File: src/rtl/ps2_cmd_ctrl.sv
// PS/2 host command sequencer: sends a command (and optional argument) byte,
// waits for ACK (FA), retransmits on Resend (FE), reports done/error and
// forwards all non-protocol receive bytes to the keyboard decoder.
// Optional feature macro: PS2_CMD_BAT_EN (wait for BAT result AA after FF).
module ps2_cmd_ctrl #(
    parameter int unsigned ACK_TIMEOUT = 2_000_000,
    parameter int unsigned MAX_RETRY   = 3,
    parameter int unsigned BAT_TIMEOUT = 100_000_000
) (
    input  logic       clk,
    input  logic       reset_n,
    input  logic       cmd_valid,
    input  logic [7:0] cmd_byte,
    input  logic       cmd_has_arg,
    input  logic [7:0] cmd_arg,
    output logic       cmd_ready,
    output logic       cmd_done,
    output logic       cmd_err,
    output logic [1:0] err_code,
    output logic [7:0] tx_byte,
    output logic       tx_wr,
    input  logic       tx_idle,
    input  logic       tx_finished,
    input  logic [7:0] rx_byte,
    input  logic       rx_done,
    output logic [7:0] key_byte,
    output logic       key_valid
);

    localparam int unsigned TMAX = (ACK_TIMEOUT > BAT_TIMEOUT) ? ACK_TIMEOUT : BAT_TIMEOUT;
    localparam int unsigned TW   = (TMAX > 1) ? $clog2(TMAX) : 1;
    localparam int unsigned RW   = (MAX_RETRY > 0) ? $clog2(MAX_RETRY + 1) : 1;

    localparam logic [TW-1:0] ACK_LAST = TW'(ACK_TIMEOUT - 1);
    localparam logic [RW-1:0] RETRY_MAX = RW'(MAX_RETRY);

    localparam logic [7:0] B_ACK    = 8'hFA;
    localparam logic [7:0] B_RESEND = 8'hFE;
    localparam logic [7:0] B_DEVERR = 8'hFC;
`ifdef PS2_CMD_BAT_EN
    localparam logic [TW-1:0] BAT_LAST = TW'(BAT_TIMEOUT - 1);
    localparam logic [7:0] B_BAT_OK = 8'hAA;
    localparam logic [7:0] B_RESET  = 8'hFF;
`endif

    localparam logic [1:0] E_NONE    = 2'b00;
    localparam logic [1:0] E_TIMEOUT = 2'b01;
    localparam logic [1:0] E_RETRY   = 2'b10;
    localparam logic [1:0] E_DEVICE  = 2'b11;

    typedef enum logic [2:0] {
        S_IDLE,
        S_LOAD,
        S_WAIT_TX,
        S_WAIT_ACK,
`ifdef PS2_CMD_BAT_EN
        S_WAIT_BAT,
`endif
        S_DONE,
        S_ERR
    } state_t;

    state_t        state_q, state_d;
    logic [7:0]    cmd_q, cmd_d;
    logic [7:0]    arg_q, arg_d;
    logic          has_arg_q, has_arg_d;
    logic          phase_q, phase_d;      // 0 = command byte, 1 = argument byte
    logic [RW-1:0] retry_q, retry_d;
    logic [TW-1:0] tcnt_q, tcnt_d;
    logic [1:0]    err_code_q, err_code_d;
    logic [7:0]    tx_byte_q, tx_byte_d;
    logic          tx_wr_q, tx_wr_d;
    logic          cmd_ready_q, cmd_ready_d;
    logic          cmd_done_q, cmd_done_d;
    logic          cmd_err_q, cmd_err_d;
    logic [7:0]    key_byte_q, key_byte_d;
    logic          key_valid_q, key_valid_d;
    logic          fwd;

    // State and output registers
    always_ff @(posedge clk or negedge reset_n) begin
        if (!reset_n) begin
            state_q     <= S_IDLE;
            cmd_q       <= 8'h00;
            arg_q       <= 8'h00;
            has_arg_q   <= 1'b0;
            phase_q     <= 1'b0;
            retry_q     <= '0;
            tcnt_q      <= '0;
            err_code_q  <= E_NONE;
            tx_byte_q   <= 8'h00;
            tx_wr_q     <= 1'b0;
            cmd_ready_q <= 1'b1;
            cmd_done_q  <= 1'b0;
            cmd_err_q   <= 1'b0;
            key_byte_q  <= 8'h00;
            key_valid_q <= 1'b0;
        end else begin
            state_q     <= state_d;
            cmd_q       <= cmd_d;
            arg_q       <= arg_d;
            has_arg_q   <= has_arg_d;
            phase_q     <= phase_d;
            retry_q     <= retry_d;
            tcnt_q      <= tcnt_d;
            err_code_q  <= err_code_d;
            tx_byte_q   <= tx_byte_d;
            tx_wr_q     <= tx_wr_d;
            cmd_ready_q <= cmd_ready_d;
            cmd_done_q  <= cmd_done_d;
            cmd_err_q   <= cmd_err_d;
            key_byte_q  <= key_byte_d;
            key_valid_q <= key_valid_d;
        end
    end

    // Next-state and next-output logic
    always_comb begin
        state_d     = state_q;
        cmd_d       = cmd_q;
        arg_d       = arg_q;
        has_arg_d   = has_arg_q;
        phase_d     = phase_q;
        retry_d     = retry_q;
        tcnt_d      = tcnt_q;
        err_code_d  = err_code_q;
        tx_byte_d   = tx_byte_q;
        tx_wr_d     = 1'b0;
        key_byte_d  = key_byte_q;
        key_valid_d = 1'b0;
        fwd         = 1'b0;

        case (state_q)
            S_IDLE: begin
                fwd = rx_done;
                if (cmd_valid && cmd_ready_q) begin
                    cmd_d      = cmd_byte;
                    arg_d      = cmd_arg;
                    has_arg_d  = cmd_has_arg;
                    phase_d    = 1'b0;
                    retry_d    = '0;
                    err_code_d = E_NONE;
                    state_d    = S_LOAD;
                end
            end
            S_LOAD: begin
                fwd = rx_done;
                if (tx_idle) begin
                    tx_wr_d   = 1'b1;
                    tx_byte_d = phase_q ? arg_q : cmd_q;
                    state_d   = S_WAIT_TX;
                end
            end
            S_WAIT_TX: begin
                if (tx_finished) begin
                    tcnt_d  = '0;
                    state_d = S_WAIT_ACK;
                end
            end
            S_WAIT_ACK: begin
                if (tcnt_q != ACK_LAST) begin
                    tcnt_d = tcnt_q + TW'(1);
                end
                if (rx_done) begin
                    case (rx_byte)
                        B_ACK: begin
                            if (!phase_q && has_arg_q) begin
                                phase_d = 1'b1;
                                retry_d = '0;
                                state_d = S_LOAD;
`ifdef PS2_CMD_BAT_EN
                            end else if (!phase_q && cmd_q == B_RESET) begin
                                tcnt_d  = '0;
                                state_d = S_WAIT_BAT;
`endif
                            end else begin
                                state_d = S_DONE;
                            end
                        end
                        B_RESEND: begin
                            if (retry_q == RETRY_MAX) begin
                                err_code_d = E_RETRY;
                                state_d    = S_ERR;
                            end else begin
                                retry_d = retry_q + RW'(1);
                                state_d = S_LOAD;
                            end
                        end
                        B_DEVERR: begin
                            err_code_d = E_DEVICE;
                            state_d    = S_ERR;
                        end
                        default: fwd = 1'b1;
                    endcase
                end else if (tcnt_q == ACK_LAST) begin
                    err_code_d = E_TIMEOUT;
                    state_d    = S_ERR;
                end
            end
`ifdef PS2_CMD_BAT_EN
            S_WAIT_BAT: begin
                if (tcnt_q != BAT_LAST) begin
                    tcnt_d = tcnt_q + TW'(1);
                end
                if (rx_done) begin
                    if (rx_byte == B_BAT_OK) begin
                        state_d = S_DONE;
                    end else if (rx_byte == B_DEVERR) begin
                        err_code_d = E_DEVICE;
                        state_d    = S_ERR;
                    end else begin
                        fwd = 1'b1;
                    end
                end else if (tcnt_q == BAT_LAST) begin
                    err_code_d = E_TIMEOUT;
                    state_d    = S_ERR;
                end
            end
`endif
            S_DONE: begin
                fwd     = rx_done;
                state_d = S_IDLE;
            end
            S_ERR: begin
                fwd     = rx_done;
                state_d = S_IDLE;
            end
            default: state_d = S_IDLE;
        endcase

        if (fwd) begin
            key_valid_d = 1'b1;
            key_byte_d  = rx_byte;
        end

        cmd_ready_d = (state_d == S_IDLE);
        cmd_done_d  = (state_d == S_DONE);
        cmd_err_d   = (state_d == S_ERR);
    end

    assign cmd_ready = cmd_ready_q;
    assign cmd_done  = cmd_done_q;
    assign cmd_err   = cmd_err_q;
    assign err_code  = err_code_q;
    assign tx_byte   = tx_byte_q;
    assign tx_wr     = tx_wr_q;
    assign key_byte  = key_byte_q;
    assign key_valid = key_valid_q;

endmodule

File: config.mk
export PLATFORM = sky130hd
export DESIGN_NAME = ps2_cmd_ctrl
export DESIGN_NICKNAME = d
export VERILOG_FILES = /design/src/rtl/ps2_cmd_ctrl.sv
export SDC_FILE = /design/constraint.sdc
export NUM_CORES = 1
export LEC_CHECK = 0
export CAP_MARGIN = 0
export CORE_MARGIN = 3
export CORE_UTILIZATION = 50
export DETAILED_ROUTE_END_ITERATION = 10
export PLACE_DENSITY = 0.87
export RECOVER_POWER = 100
export REMOVE_ABC_BUFFERS = 1
export SETUP_SLACK_MARGIN = 0.4
export SLEW_MARGIN = 25
export SYNTH_ARGS = -nofsm -noshare
export SYNTH_HDL_FRONTEND = slang
export SYNTH_SLANG_ARGS = --single-unit
File: constraint.sdc
create_clock -name clk -period 2.2 [get_ports clk]
set_clock_uncertainty 0.05 [all_clocks]
set_input_delay 0.44 -clock clk [delete_from_list [all_inputs] [get_ports clk]]
set_output_delay 0.44 -clock clk [all_outputs]
set_load 0.02 [all_outputs]
==> impl_metrics.toml <==
[clock_tree]
clock_path_buffers = 2
cts.htree.levels = 3
cts_tree = "done"
clk_pin_slew_ns = 0.08
clkSinkCount = 73
insertion_delay_ns = 0.36
cts-buffers-inserted = 9
cts_root_buffer = "clkbuf_8"

[sta]
fmax_ghz = 0.5024
fin_crit_ns = 1.990
tns_ns = 0
max-slew-margin-rel_pct = 26.16
drv_slew = 0
worst_slew_pin_slew_ns = 1.108
rsz0062_at_grt = "yes"
setup_viol = 0
hold_viol = 0
post-route-period-util_pct = 90.47

[synth]
yosys.area.top_type = "dfrtp_1"
synth-compound-area-share_pct = 9.246
synth_fa_ha_area_share_pct = 0.7252
synth_most_common_cell = "dfrtp_1"
synthCells = 346
muxShareOfSynthArea_pct = 5.511
netlist_area_um2 = 3451
async_reset_ff_share_pct = 100.0
ys_ff_latch = 73
ys_seq_area_share_pct = 52.97
synth_area_leaders = "dfrtp_1, nand2_1, xor2_1"
synth_common_cells = "dfrtp_1, nand2_1, nor2_1"
synth_xor_xnor_area_share_pct = 4.822
synth_flop_cell = "dfrtp_1"
ys_types = 49
avgSynthCellArea_um2 = 9.973
synth_top_family_by_area = "simple AND/OR/NAND/NOR gates"
synth_edf_count = 0
yosysWarnings = 0
yosys.area_share.simple_pct = 23.75
synth_top_area_share_pct = 52.21

[critical_path]
slowest_delay_ns = 0.46
cp-end-kind = "flip-flop"
worstSetupPathType = "flip-flop to flip-flop"
slowest_stage = "dfrtp_2"
critPathMaxFanout = 9
required_ns = 2.44
path_cells = "nor4b_4, nand4_1, buf_4, o21ai_4, clkbuf_1, nand3_2, o21ai_2"
cp.arrival_ns = 2.23
crit_path_start_kind = "flip-flop"

[routing]
drtIter0Drc = 263
viasPerCell = 5.806
wl_per_cell_um = 16.92
finalWirelength_mm = 8.715
vias = 2990
post-route-drc-count = 0
first_pass_iters = 4
ant_nets = 0

[layout]
nets = 466
num_antenna_cells = 0
drive_gt1_share_pct = 18.72
syn2layout_area_growth_pct = 33.76
design_area_um2 = 4616

[place]
finalWeightedCongestion = 0.8023
placement.io_buffers = 53
place_hpwl_mm = 5.251
place_area_um2 = 4167

[grt]
grt_max_degree = 36
grt_antenna_before_repair = 0
grt_overflow = 0
grt_pass1_wl_mm = 13.81
grt_pass1_vias = 2935
grtUsageTotal_pct = 22.54

[pwr]
p_leak_nw = 2.066
power_density_nw_per_um2 = 1130
ir_drop_mv = 0.8092
power_mw = 5.214

[floorplan]
core-area_um2 = 6531
die_width_um = 89.08
start_util_pct = 52.84
die_h_um = 89.08
ioPinCount = 54
die_area_um2 = 7934
placementRows = 29

[run]
maxCapViolCount = 0

[min_path]
hp-class = "input port to flip-flop"

[outcome]
outcome = "completed"
==> worst max-delay path: cells and delay by family, from the launching register on <==
family	cells	cell delay [ns]
AO/OA/AOI/OAI	2	0.34
buffers and inverters	2	0.50
flip-flops	1	0.46
AND/OR/NAND/NOR	3	0.57
==> cells by family after synthesis <==
group / Yosys count
adders and majority gates: 2
DFF: 73
buffers and inverters: 23
muxes: 18
xor gates and xnor gates: 19
AOI/OAI and AO/OA: 46
and+or+nand+nor: 165
==> layer usage <==
metal  wire length (µm)  GRT usage [%]  vias up
li1                   -              -     1397
met1               3717          30.47     1461
met2               4295          35.56      115
met3                525          5.714       17
met4                177          7.848        0
met5                  0              0        -
==> power by group <==
group | total [mW] | internal (mW) | switching (mW)
Combinational | 1.81 | 0.794 | 1.02
Sequential | 2.01 | 1.74 | 0.270
Clock | 1.39 | 0.869 | 0.524
==> path summary, 6_finish.rpt <==
path	from	to	slack [ns]	depth (start not counted)
worst max-delay path	tcnt_q[8]	tcnt_q[1]	0.21	7
worst max register to register	tcnt_q[8]	tcnt_q[1]	0.21	7
max in group asynchronous	reset_n	cmd_ready	0.41	3
worst min register to register	arg_q[5]	arg_q[5]	0.43	2
min in group asynchronous	reset_n	tcnt_q[0]	0.76	2
worst min-delay path	rx_byte[4]	key_byte[4]	0.42	2
==> cell type report <==
class / count / area, µm²
Multi-Input combinational cell: 250 / 1615
Sequential cell: 73 / 1832
Inverter: 7 / 26.28
Timing Repair Buffer: 92 / 779.5
Clock buffer: 9 / 123.9
Tap cell: 77 / 96.34
Fill cell: 476 / 1916
Clock inverter: 7 / 142.6
==> timing repair <==
item / CTS / global route
endpoints found under the setup margin: 51 / 42
pin swaps: 15 / 12
setup buffers: 11 / 6
endpoints found under the hold margin: 17 / 0
resized for setup: 52 / 21
hold buffers: 1 / 0
gates cloned: 0 / 0
==> flip-flops by register name, summed over array words and instances, names as in the netlist <==
name / flops
tx_wr: 1
cmd_q: 8
key_byte: 8
key_valid: 1
retry_q: 2
arg_q: 8
cmd_done: 1
has_arg_q: 1
cmd_ready: 1
tcnt_q: 27
phase_q: 1
err_code: 2
state_q: 3
tx_byte: 8
cmd_err: 1
==> cells in the final DEF (no fill, tap or decap), types with 8 or more instances in the layout <==
master / n
dfrtp_1: 69
nand2_1: 62
nor2_1: 37
dlygate4sd2_1: 26
buf_4: 24
clkdlybuf4s50_1: 22
xor2_1: 17
nand3_1: 15
nand4_1: 10
mux2i_1: 10
a21oi_1: 9
clkbuf_8: 9
mux2_2: 8
clkbuf_1: 8
==> stage by stage <==
step | hold WS [ns] | utilization, % | worst slack [ns] | cells
after floorplan | 0.09441 | - | 0.2173 | 330
after detailed placement | 0.3711 | 63.79 | -0.1298 | 481
after CTS | 0.4188 | 70.17 | 0.3380 | 509
final | 0.4191 | 70.67 | 0.2096 | 515
after global placement | 0.3625 | 63.79 | -0.08267 | 481
after global routing | 0.4166 | 70.67 | 0.1102 | 515
(Power assumes the default switching activity.)
==> RTL edit (same settings) <==
Reset style: synchronous (`reset_n`), changed in one clocked block.
--- a/src/rtl/ps2_cmd_ctrl.sv
+++ b/src/rtl/ps2_cmd_ctrl.sv
@@ -78,7 +78,7 @@
     logic          fwd;
 
     // State and output registers
-    always_ff @(posedge clk or negedge reset_n) begin
+    always_ff @(posedge clk) begin
         if (!reset_n) begin
             state_q     <= S_IDLE;
             cmd_q       <= 8'h00;
Check against the original RTL: differs if reset_n is asserted again (counterexample within 4 cycles, from zero or initial values and one cycle with reset_n low); with reset_n held inactive, the same outputs for 10 cycles.
==> RTL edit against the original RTL <==
Critical endpoint is now tcnt_q[5]$_SDFFE_PN0P_. Sequential cell count is the same. Routed wire length grew 32%. Final area grew 2.8%. Area after synthesis is the same. Highest routed layer unchanged. Via count grew 29%. Worst setup slack lost 100 ps. Core utilization grew 2.0 points. Maximum frequency shrank 4.8%. First-iteration DRC count grew 100%. Count of clock-buffer cells in the layout grew 1.
Power is not compared: it rests on default switching activity, and its combinational part moved more than twofold at a synthesized area within 25%.
==> RTL edit: results (changes against the original RTL) <==
stage,metric,value,unit,change
drt,wl_per_cell,19.77,µm,+17%
setup_path,ff2ff_path_depth,6,,-1
setup_path,cp_slowest_cell,nor4_2,,
clock_tree,clock_latency,360,ps,about the same
logic_synthesis,yosysSeqAreaShare,42.35,%,-11 points
logic_synthesis,netlist_top_cells_area,"dfxtp_1, nand2_1, mux2i_1",,
drt,drtIter0Drc,533,,+100%
final_layout,nets,535,,+15%
global_routing,grt_use_total,26.96,%,+4.4 points
logic_synthesis,synthArstFlopShare,0,%,-100 points
logic_synthesis,ys_top_cells_by_count,"dfxtp_1, nand2_1, a21oi_1",,
setup_path,cp.arrival,2320,ps,+90 ps
drt,dr.pass1.iters,5,,+1
setup_path,cp_max_fo,7,,-2
placement,dpl.hpwl,6.540,mm,+25%
setup_path,cp-end-kind,flip-flop,,
clock_tree,htree_levels,3,,unchanged
global_routing,grt_pass1_vias,3532,,+20%
final_layout,nFillCells,434,,-8.8%
sta,worst_pin_slew,750.6,ps,-356.9 ps
drt,vias,3861,,+29%
logic_synthesis,yosys_most_used_dff,dfxtp_1,,
final_layout,drive_gt1_share,25.49,%,+6.8 points
final_layout,top_register,tcnt_q,,
worst_hold_path,hold_class,flip-flop to flip-flop,,
worst_hold_path,worstHoldStart,arg_q[5]$_SDFFE_PN0P_,,
logic_synthesis,synth.distinct_cells,62,,+27%
setup_path,r2r_slack,110,ps,-100 ps
setup_path,cp-startpoint,tcnt_q[24]$_SDFFE_PN0P_,,
setup_path,slowest_delay,400,ps,-60 ps
status,status,"complete, no violations",,
placement,gp_congestion,0.9781,,+22%
final_layout,largest_register_ffs,27,,unchanged
global_routing,grt_pass1_wl,16.66,mm,+21%
setup_path,rr_endpoint,tcnt_q[5]$_SDFFE_PN0P_,,
RTL edit: logic make-up after synthesis:
kind of cell,after synthesis,synth area share (%)
mux,21,6.091
buf+inv,29,3.952
fa+ha+maj,2,0.7250
simple gates,178,26.69
compound gates,95,18.93
xor+xnor,5,1.269
flops,73,42.35
RTL edit: repair_timing:
item / CTS / global route
setup buffers: 13 / 6
endpoints found under the hold margin: 0 / 0
resized for setup: 73 / 48
cloned: 1 / 1
setup endpoints to repair: 52 / 50
pin swaps: 26 / 13
RTL edit: where the power goes:
part	switching, mW	internal, mW
combinational	0.353	0.253
sequential	0.0485	1.38
clock	0.512	0.518
total	0.913	2.15
RTL edit: cell type report:
class,instances,area [µm²],area share (%)
Clock buffer,10,127.6,2.690
Timing Repair Buffer,107,825.8,17.41
Clock inverter,5,57.56,1.213
Multi-Input combinational cell,303,2088,44.01
Tap cell,77,96.34,2.031
Inverter,8,30.03,0.6329
Sequential cell,73,1519,32.01
RTL edit: metal layers:
metal  track usage (%)  wire length [µm]  share of wire, %
met5                 0                 0                 0
met4             13.53               587               5.1
met3             6.083              1061               9.2
met2             42.38              5476                48
met1             34.87              4397                38
RTL edit: worst max-delay path: cells and delay by family (launching register included):
family                 cells  cell delay, ps
and+or+nand+nor            2             740
AOI/OAI and AO/OA          3             590
DFF                        1             380
buffers and inverters      1             260
RTL edit: stage by stage:
step | instances | TNS [ps] | worst slack [ps] | cell area (µm²) | util [%]
2_1_floorplan | 382 | 0 | 94.63 | 3344 | -
3_3_place_gp | 547 | -1694 | -156.1 | 4247 | 65.02
3_5_place_dp | 547 | -4297 | -248.4 | 4247 | 65.02
4_1_cts | 576 | 0 | 339.4 | 4748 | 72.70
5_1_grt | 583 | 0 | 96.68 | 4745 | 72.64
6_report | 583 | 0 | 109.0 | 4745 | 72.64
RTL edit: worst min-delay path by stage:
stage,to,slack (ps),depth (start not counted)
after floorplan,has_arg_q$_SDFFE_PN0P_,380,2
after global placement,arg_q[2]$_SDFFE_PN0P_,390,2
after detailed placement,arg_q[3]$_SDFFE_PN0P_,400,2
after CTS,arg_q[3]$_SDFFE_PN0P_,410,2
after global routing,arg_q[5]$_SDFFE_PN0P_,430,2
final,arg_q[5]$_SDFFE_PN0P_,410,2
